==> src/rtl/mux8_rr_arbiter.sv <==
// Round-robin arbiter/sequencer sharing one 8-input result mux with a valid/ready consumer.
// Optional build macro MUX8_ARB_FIXED_PRIO_EN selects fixed lowest-index priority.
module mux8_rr_arbiter #(
  parameter int unsigned MAX_BURST = 4
) (
  input  logic       clk,
  input  logic       rst_n,
  input  logic [7:0] req,
  input  logic       out_ready,
  output logic [2:0] sel,
  output logic [7:0] grant,
  output logic       out_valid,
  output logic       busy
);

`ifdef MUX8_ARB_FIXED_PRIO_EN
  localparam bit FIXED_PRIO = 1'b1;
`else
  localparam bit FIXED_PRIO = 1'b0;
`endif

  localparam int unsigned CNT_W = $clog2(MAX_BURST) + 1;

  typedef enum logic {
    IDLE  = 1'b0,
    GRANT = 1'b1
  } state_t;

  state_t           state;
  logic [2:0]       ptr;
  logic [CNT_W-1:0] cnt;

  logic       accept_c;
  logic       more_c;
  logic [2:0] start_c;
  logic       hit_c;
  logic [2:0] win_c;

  // Search origin: stored pointer while idle, one past the current winner on release.
  always_comb begin
    start_c = 3'd0;
    if (!FIXED_PRIO) begin
      if (state == IDLE) start_c = ptr;
      else               start_c = 3'(sel + 3'd1);
    end
  end

  // First requester at or after start_c, wrapping 7 -> 0.
  always_comb begin
    logic [2:0] idx;
    hit_c = 1'b0;
    win_c = 3'd0;
    idx   = 3'd0;
    for (int i = 0; i < 8; i++) begin
      idx = 3'(start_c + 3'(i));
      if (!hit_c && req[idx]) begin
        hit_c = 1'b1;
        win_c = idx;
      end
    end
  end

  assign accept_c = out_valid & out_ready;
  assign more_c   = (32'(cnt) + 32'd1) < 32'(MAX_BURST);

  always_ff @(posedge clk or negedge rst_n) begin
    if (!rst_n) begin
      state     <= IDLE;
      ptr       <= 3'd0;
      cnt       <= '0;
      sel       <= 3'd0;
      grant     <= 8'd0;
      out_valid <= 1'b0;
      busy      <= 1'b0;
    end else begin
      case (state)
        IDLE: begin
          if (hit_c) begin
            state     <= GRANT;
            sel       <= win_c;
            grant     <= 8'd1 << win_c;
            cnt       <= '0;
            out_valid <= 1'b1;
            busy      <= 1'b1;
          end
        end
        GRANT: begin
          if (accept_c && req[sel] && more_c) begin
            cnt <= CNT_W'(cnt + 1'b1);
          end else if (accept_c || !req[sel]) begin
            // Release: burst done, requester gone, or abandoned while stalled.
            if (!FIXED_PRIO) ptr <= 3'(sel + 3'd1);
            cnt <= '0;
            if (hit_c) begin
              sel   <= win_c;
              grant <= 8'd1 << win_c;
            end else begin
              state     <= IDLE;
              grant     <= 8'd0;
              out_valid <= 1'b0;
              busy      <= 1'b0;
            end
          end
        end
        default: state <= IDLE;
      endcase
    end
  end

endmodule

==> config.mk <==
export PLATFORM = sky130hd
export DESIGN_NAME = mux8_rr_arbiter
export DESIGN_NICKNAME = d
export VERILOG_FILES = /design/src/rtl/mux8_rr_arbiter.sv
export SDC_FILE = /design/constraint.sdc
export NUM_CORES = 1
export LEC_CHECK = 0
export CAP_MARGIN = 0
export CORE_ASPECT_RATIO = 1.4
export CORE_MARGIN = 4
export CORE_UTILIZATION = 35
export DETAILED_ROUTE_END_ITERATION = 7
export HOLD_SLACK_MARGIN = 0.15
export PLACE_DENSITY = 0.67
export SETUP_SLACK_MARGIN = 0.02
export SYNTH_ARGS = -nofsm -noshare
export SYNTH_HDL_FRONTEND = slang
export SYNTH_SLANG_ARGS = --single-unit
==> constraint.sdc <==
create_clock -name clk -period 3.7 [get_ports clk]
set_input_delay 1.11 -clock clk [delete_from_list [all_inputs] [get_ports clk]]
set_output_delay 1.11 -clock clk [all_outputs]
set_load 0.005 [all_outputs]
Word-level counts from Yosys, hierarchy flattened:

Cells that the tools add are included.

* add/sub/neg operators: 10
* multipliers: 0
* divide/modulo/power cells: 0
* order comparisons: 10
* equal/unequal tests: 5
* shift-type cells: 1
* muxes and demuxes: 57
* bitwise logic cells: 3
* reductions and logical operators: 23

Operator list (number)
* 3-bit two-way mux: 15
* 3-bit by 4-bit < comparator with 1-bit output, second input constant: 9
* 8-bit two-way mux: 4
* 1-bit binary-select mux with 3-bit select: 9
* 1-bit two-way mux: 24
* 8-bit case mux with 2 select lines: 1
* 3-bit adder, second input constant: 4
* 3-bit case mux with 2 select lines: 2
* 3-bit by 1-bit adder with 3-bit output, second input constant: 3
* 1-bit logical AND: 9
* 1-bit zero test: 8
* 1-bit by 3-bit left shift with 8-bit output, first input constant: 1
* 3-bit by 2-bit adder with 3-bit output, second input constant: 2
* 2-bit != test, second input constant: 3
* 3-bit AND reduction: 2
* 3-bit by 1-bit adder with 4-bit output, second input constant: 1
* 4-bit by 3-bit < comparator with 1-bit output, second input constant: 1
* 1-bit case mux with 2 select lines: 2
* 2-bit AND reduction: 2
* 4-bit AND reduction: 1
* 3-bit by 1-bit != test with 1-bit output, second input constant: 1
* 2-bit by 1-bit != test with 1-bit output, second input constant: 1
* 1-bit inverter: 2
* 1-bit bitwise AND: 1
* 1-bit logical OR: 1

* bits in registers: 19
* bits in latches: 0
* memory bits (writable): 0
* bits in read-only memories: 0
* input bits: 11
* output and inout port bits: 13
* logic and storage cells: 115
* memories: 0

Logic depth before layout (Yosys ltp):

* depth in word-level cells: 31
* depth in mapped cells: 13
* depth with buffers taken out: 12

Least setup slack after synthesis:

Ideal clock, no wire load.

* path type: reg2reg
* start: reg sel[1]
* end: reg sel[2]
* library setup time: 0.125 ns
* arrival time: 3.539 ns
* required time: 3.575 ns
* slack: 0.036 ns
* cell stages (with the launch flop): 13
* cells stage by stage: dfrtp_1 ha_1 mux2_2 inv_1 clkbuf_1 ha_1 xnor2_4 mux4_2 and3_1 a311o_1 a32oi_2 nor2_1 mux2_2

* cells in the longest elaborated chain, start to end: 30
* elaborated cells on any way between the ends: 68

Ends and longest elaborated chain
* start, declared: line 10 `output logic [2:0] sel,`
* start signal, assigned: line 80 `sel <= win_c;`
* start signal, assigned: line 95 `sel <= win_c;`
* branches (longest 30 deep; another with 3-bit by 1-bit adder with 3-bit output)

Several ways; the timed one is not identified. The select of a mux whose other input is x is not followed.
A chain may end at the register's enable or synchronous reset.

Final worst setup path:

* start: in req[3]
* end: reg sel[2]

* cells in the longest elaborated chain, start to end: 28
* elaborated cells on any way between the ends: 59

Ends and longest elaborated chain
* start, declared: line 8 `input logic [7:0] req,`
* 1-bit binary-select mux with 3-bit select: line 56 `if (!hit_c && req[idx]) begin`
* 1-bit two-way mux (implied by the code): line 56
* 1-bit two-way mux: line 56
* 1-bit zero test: line 56
* 1-bit logical AND: line 56
* 1-bit two-way mux: line 56
* 1-bit zero test: line 56
* 1-bit logical AND: line 56
* (+12 left out)
* 1-bit two-way mux: line 56
* 1-bit zero test: line 56
* 1-bit logical AND: line 56
* 3-bit two-way mux or 1-bit two-way mux (tied branches): line 56
* 3-bit two-way mux: line 78, 94
* 3-bit two-way mux: line 90 `end else if (accept_c || !req[sel]) begin`
* 3-bit two-way mux: line 88 `if (accept_c && req[sel] && more_c) begin`
* 3-bit case mux with 2 select lines: line 76 `case (state)`

Several ways; a longest one is shown, not always the timed one. The select of a mux whose other input is x is not followed.

==> impl_table.tex <==
\begin{tabular}{lr}
\hline
Metric & Value \\
\hline
\multicolumn{2}{l}{\textbf{Run status}} \\
\quad Result of the run & finished, final reports clean \\
\multicolumn{2}{l}{\textbf{Placement}} \\
\quad Number of port buffers & 23 \\
\quad Final HPWL from detailed placement & 5.096 mm \\
\quad Routability-driven placement congestion ratio & 0.8772 \\
\multicolumn{2}{l}{\textbf{Timing}} \\
\quad Final setup violation count & 0 \\
\quad Max-slew violation count & 0 \\
\quad Transition time at the pin with the least slew margin & 0.8453 ns \\
\quad Minimum clock period & 3.591 ns \\
\quad Crit share post-route & 97.05\% \\
\quad Max Fclk & 278.5 MHz \\
\quad Fin Setup TNS & 0 ns \\
\quad Final hold violation count & 0 \\
\quad Setup repair after global routing missed its margin & true \\
\quad Worst clock skew on the final layout & 0.003995 ns \\
\quad Relative slew margins & 43.47\% \\
\multicolumn{2}{l}{\textbf{Drt}} \\
\quad Total wire length after detailed routing & 6.441 mm \\
\quad Detailed-route wire length per cell & 17.36 um \\
\quad Antenna Nets Post-Route & 0 \\
\quad Via-per-instance ratio & 6.105 \\
\quad Drt first-iter violations & 154 \\
\quad DRC violations left & 0 \\
\quad Pre-antenna DRT Iters & 5 \\
\quad Number of vias after detailed routing & 2265 \\
\multicolumn{2}{l}{\textbf{Critical path}} \\
\quad Data arrival time at the worst-slack endpoint & 3.73 ns \\
\quad Crit start category & input pin \\
\quad Worst flop-to-flop path startpoint & state \\
\quad Combined buffer and inverter count along the critical path & 1 \\
\quad Critical path class & input pin to flop \\
\quad Sequence of cells on the critical path & clkdlybuf4s50\_1 -> a21boi\_2 -> or2\_1 -> mux4\_2 -> and3\_1 -> a311o\_1 -> a32oi\_2 -> nor2\_1 -> mux2\_2 \\
\quad Crit-path max FO & 5 \\
\quad Library cell contributing the largest single delay on the critical path & mux4\_2 \\
\quad Critical path required time & 3.84 ns \\
\quad Worst Setup End Kind & flop \\
\quad Highest cell delay on the worst timing path & 0.50 ns \\
\quad Kind of cell adding the most delay to the critical path & multiplexers \\
\quad Launch point of the worst path & req[3] \\
\multicolumn{2}{l}{\textbf{Hold path}} \\
\quad Critical hold path startpoint & grant[1] \\
\quad Worst Hold Class & flop to flop \\
\multicolumn{2}{l}{\textbf{Cells and area}} \\
\quad Most common cell after layout, fill and taps aside & buf\_4 \\
\quad Commonest cells after routing, fill and taps aside & buf\_4, nand2\_1, dfrtp\_1, clkdlybuf4s50\_1, nor2\_1 \\
\quad Area added between synthesis and finish & 37.28\% \\
\quad Share of layout cells above drive strength 1 & 33.55\% \\
\quad Number of nets at the end of the flow & 318 \\
\quad Diodes inserted & 0 \\
\quad Number of filler cells placed in the layout & 552 \\
\multicolumn{2}{l}{\textbf{Flow run}} \\
\quad Max-cap check violation count & 0 \\
\multicolumn{2}{l}{\textbf{Clock tree}} \\
\quad Bufs on Longest Clock Path & 2 \\
\quad Clock tree from TritonCTS & built \\
\quad Worst-path clk slew & 0.07 ns \\
\quad Clk\_lat worst skew & 0.25 ns \\
\quad Total clock buffers created by CTS & 3 \\
\quad Maximum level of the CTS H-tree & 1 \\
\quad Root Buffer Master & clkbuf\_8 \\
\quad Clock Sink Count & 19 \\
\multicolumn{2}{l}{\textbf{Global routing}} \\
\quad Antenna violations before repair & 0 \\
\quad Residual overflow from global routing & 0 \\
\quad Pin count of the biggest net entering global routing & 20 \\
\quad Wire length of the first global-routing pass & 10.63 mm \\
\quad Total routing usage reported by global routing & 17.95\% \\
\quad Number of global-route vias before repair & 2265 \\
\multicolumn{2}{l}{\textbf{Die}} \\
\quad \# IOs & 24 \\
\quad Overall die height & 100.4 um \\
\quad Row Count & 33 \\
\quad Die ar. & 0.007430 mm2 \\
\quad Core area & 0.005904 mm2 \\
\quad Die outline width & 74 um \\
\quad Initial Util & 36.15\% \\
\multicolumn{2}{l}{\textbf{Synthesis}} \\
\quad Post-synthesis average cell area & 9.083 um2 \\
\quad Number of warnings printed during yosys synthesis & 0 \\
\quad Sequential-to-total area share from yosys stat & 22.27\% \\
\quad Count of flip-flops with a built-in enable after synthesis & 0 \\
\quad Fraction of registers with async set or reset after synthesis & 100.0\% \\
\quad Leading register cell type out of synthesis & dfrtp\_1 \\
\quad Synthesized instance count & 235 \\
\quad Summed instance area of the synthesized netlist & 0.002135 mm2 \\
\quad Post-synthesis sequential element count & 19 \\
\quad Net Count, Synth & 251 \\
\quad Synth cell types & 60 \\
\hline
\end{tabular}
flip-flops by register name, indices dropped and copies added, names as in the netlist:
name / flops
ptr: 3
state: 1
cnt: 3
grant: 8
busy: 1
sel: 3
layout make-up:
type,count,area (um2),area share [%]
Inverter,7,31.28,1.067
Sequential cell,19,476.7,16.27
Multi-Input combinational cell,199,1669,56.96
Tap cell,70,87.58,2.989
Clock buffer,4,45.04,1.537
Timing Repair Buffer,72,620.6,21.18
path summary, 6_finish.rpt:
| check | end | slack, ns | depth (start not counted) |
|---|---|---|---|
| max in group asynchronous | state | 1.78 | 1 |
| max reg2reg | grant[7] | 0.21 | 11 |
| min reg2reg | grant[1] | 0.49 | 2 |
| min | grant[1] | 0.49 | 2 |
| min in group asynchronous | grant[2] | 1.34 | 1 |
| max | sel[2] | 0.11 | 9 |
cells in the mapped netlist (all sizes together), types with 2 or more instances:
cell	number	area (um2)
nand2	24	113.9
dfrtp	19	475.5
o21ai	18	90.09
nand3	16	85.08
nor2	16	60.06
a21oi	12	60.06
mux4	9	206.5
buf	8	47.54
o31ai	8	60.06
inv	7	31.28
nor3	7	40.04
a211oi	6	45.04
and2	6	37.54
mux2	6	67.56
mux2i	6	63.81
and3	5	31.28
ha	5	62.56
xnor2	5	81.33
o22ai	4	31.28
or2	4	27.53
a311o	3	30.03
a32o	3	30.03
a32oi	3	33.79
nor2b	3	18.77
nor4	3	48.80
o311ai	3	26.28
a211o	2	17.52
a21boi	2	15.01
a21o	2	15.01
clkbuf	2	7.510
o21a	2	15.01
or3	2	12.51
xor2	2	17.52
worst min-delay path, cell delays in order (launching register included):
cell	delay, ns
dfrtp_1	0.35
nand2_1	0.05
o31ai_1	0.05
through the flow:
stage | instance area [um2] | util, % | hold WS [ns] | cells | setup WS, ns
after floorplan | 2135 | - | 0.4726 | 235 | 0.03616
after global placement | 2758 | 46.70 | 0.4739 | 366 | -0.3150
after detailed placement | 2758 | 46.70 | 0.4724 | 366 | -0.3110
after CTS | 2803 | 47.47 | 0.4918 | 370 | 0.02972
after global routing | 2930 | 49.63 | 0.5259 | 371 | -0.03671
final | 2930 | 49.63 | 0.4870 | 371 | 0.1093
metal layers:
layer	up-vias	GRT usage [%]	wire length (um)
li1	1052	-	-
met1	1101	21.61	2534
met2	87	31.35	3392
met3	25	1.904	289
met4	0	8.089	224
met5	-	0	0
kinds of logic (layout without fill, tap and decap cells):
| family | count (synthesis) | count (layout) | synth area share, % |
|---|---|---|---|
| XOR/XNOR | 7 | 7 | 4.631 |
| multiplexers | 21 | 21 | 15.83 |
| AO/OA/AOI/OAI | 79 | 79 | 27.61 |
| AND/OR/NAND/NOR | 87 | 87 | 22.69 |
| buffers and inverters | 17 | 83 | 4.044 |
| adder cells (fa/ha/maj) | 5 | 5 | 2.931 |
| flip-flops | 19 | 19 | 22.27 |
timing repair:
action | 4_1_cts | 5_1_grt
pin swaps | 0 | 10
setup endpoints to repair | 3 | 15
gates resized for setup | 1 | 34
buffers inserted | 0 | 1
hold buffers | 0 | 0
Power is left out: the tool's default activity adds up to more than one toggle a clock period on the data nets, which glitch-free logic cannot reach.
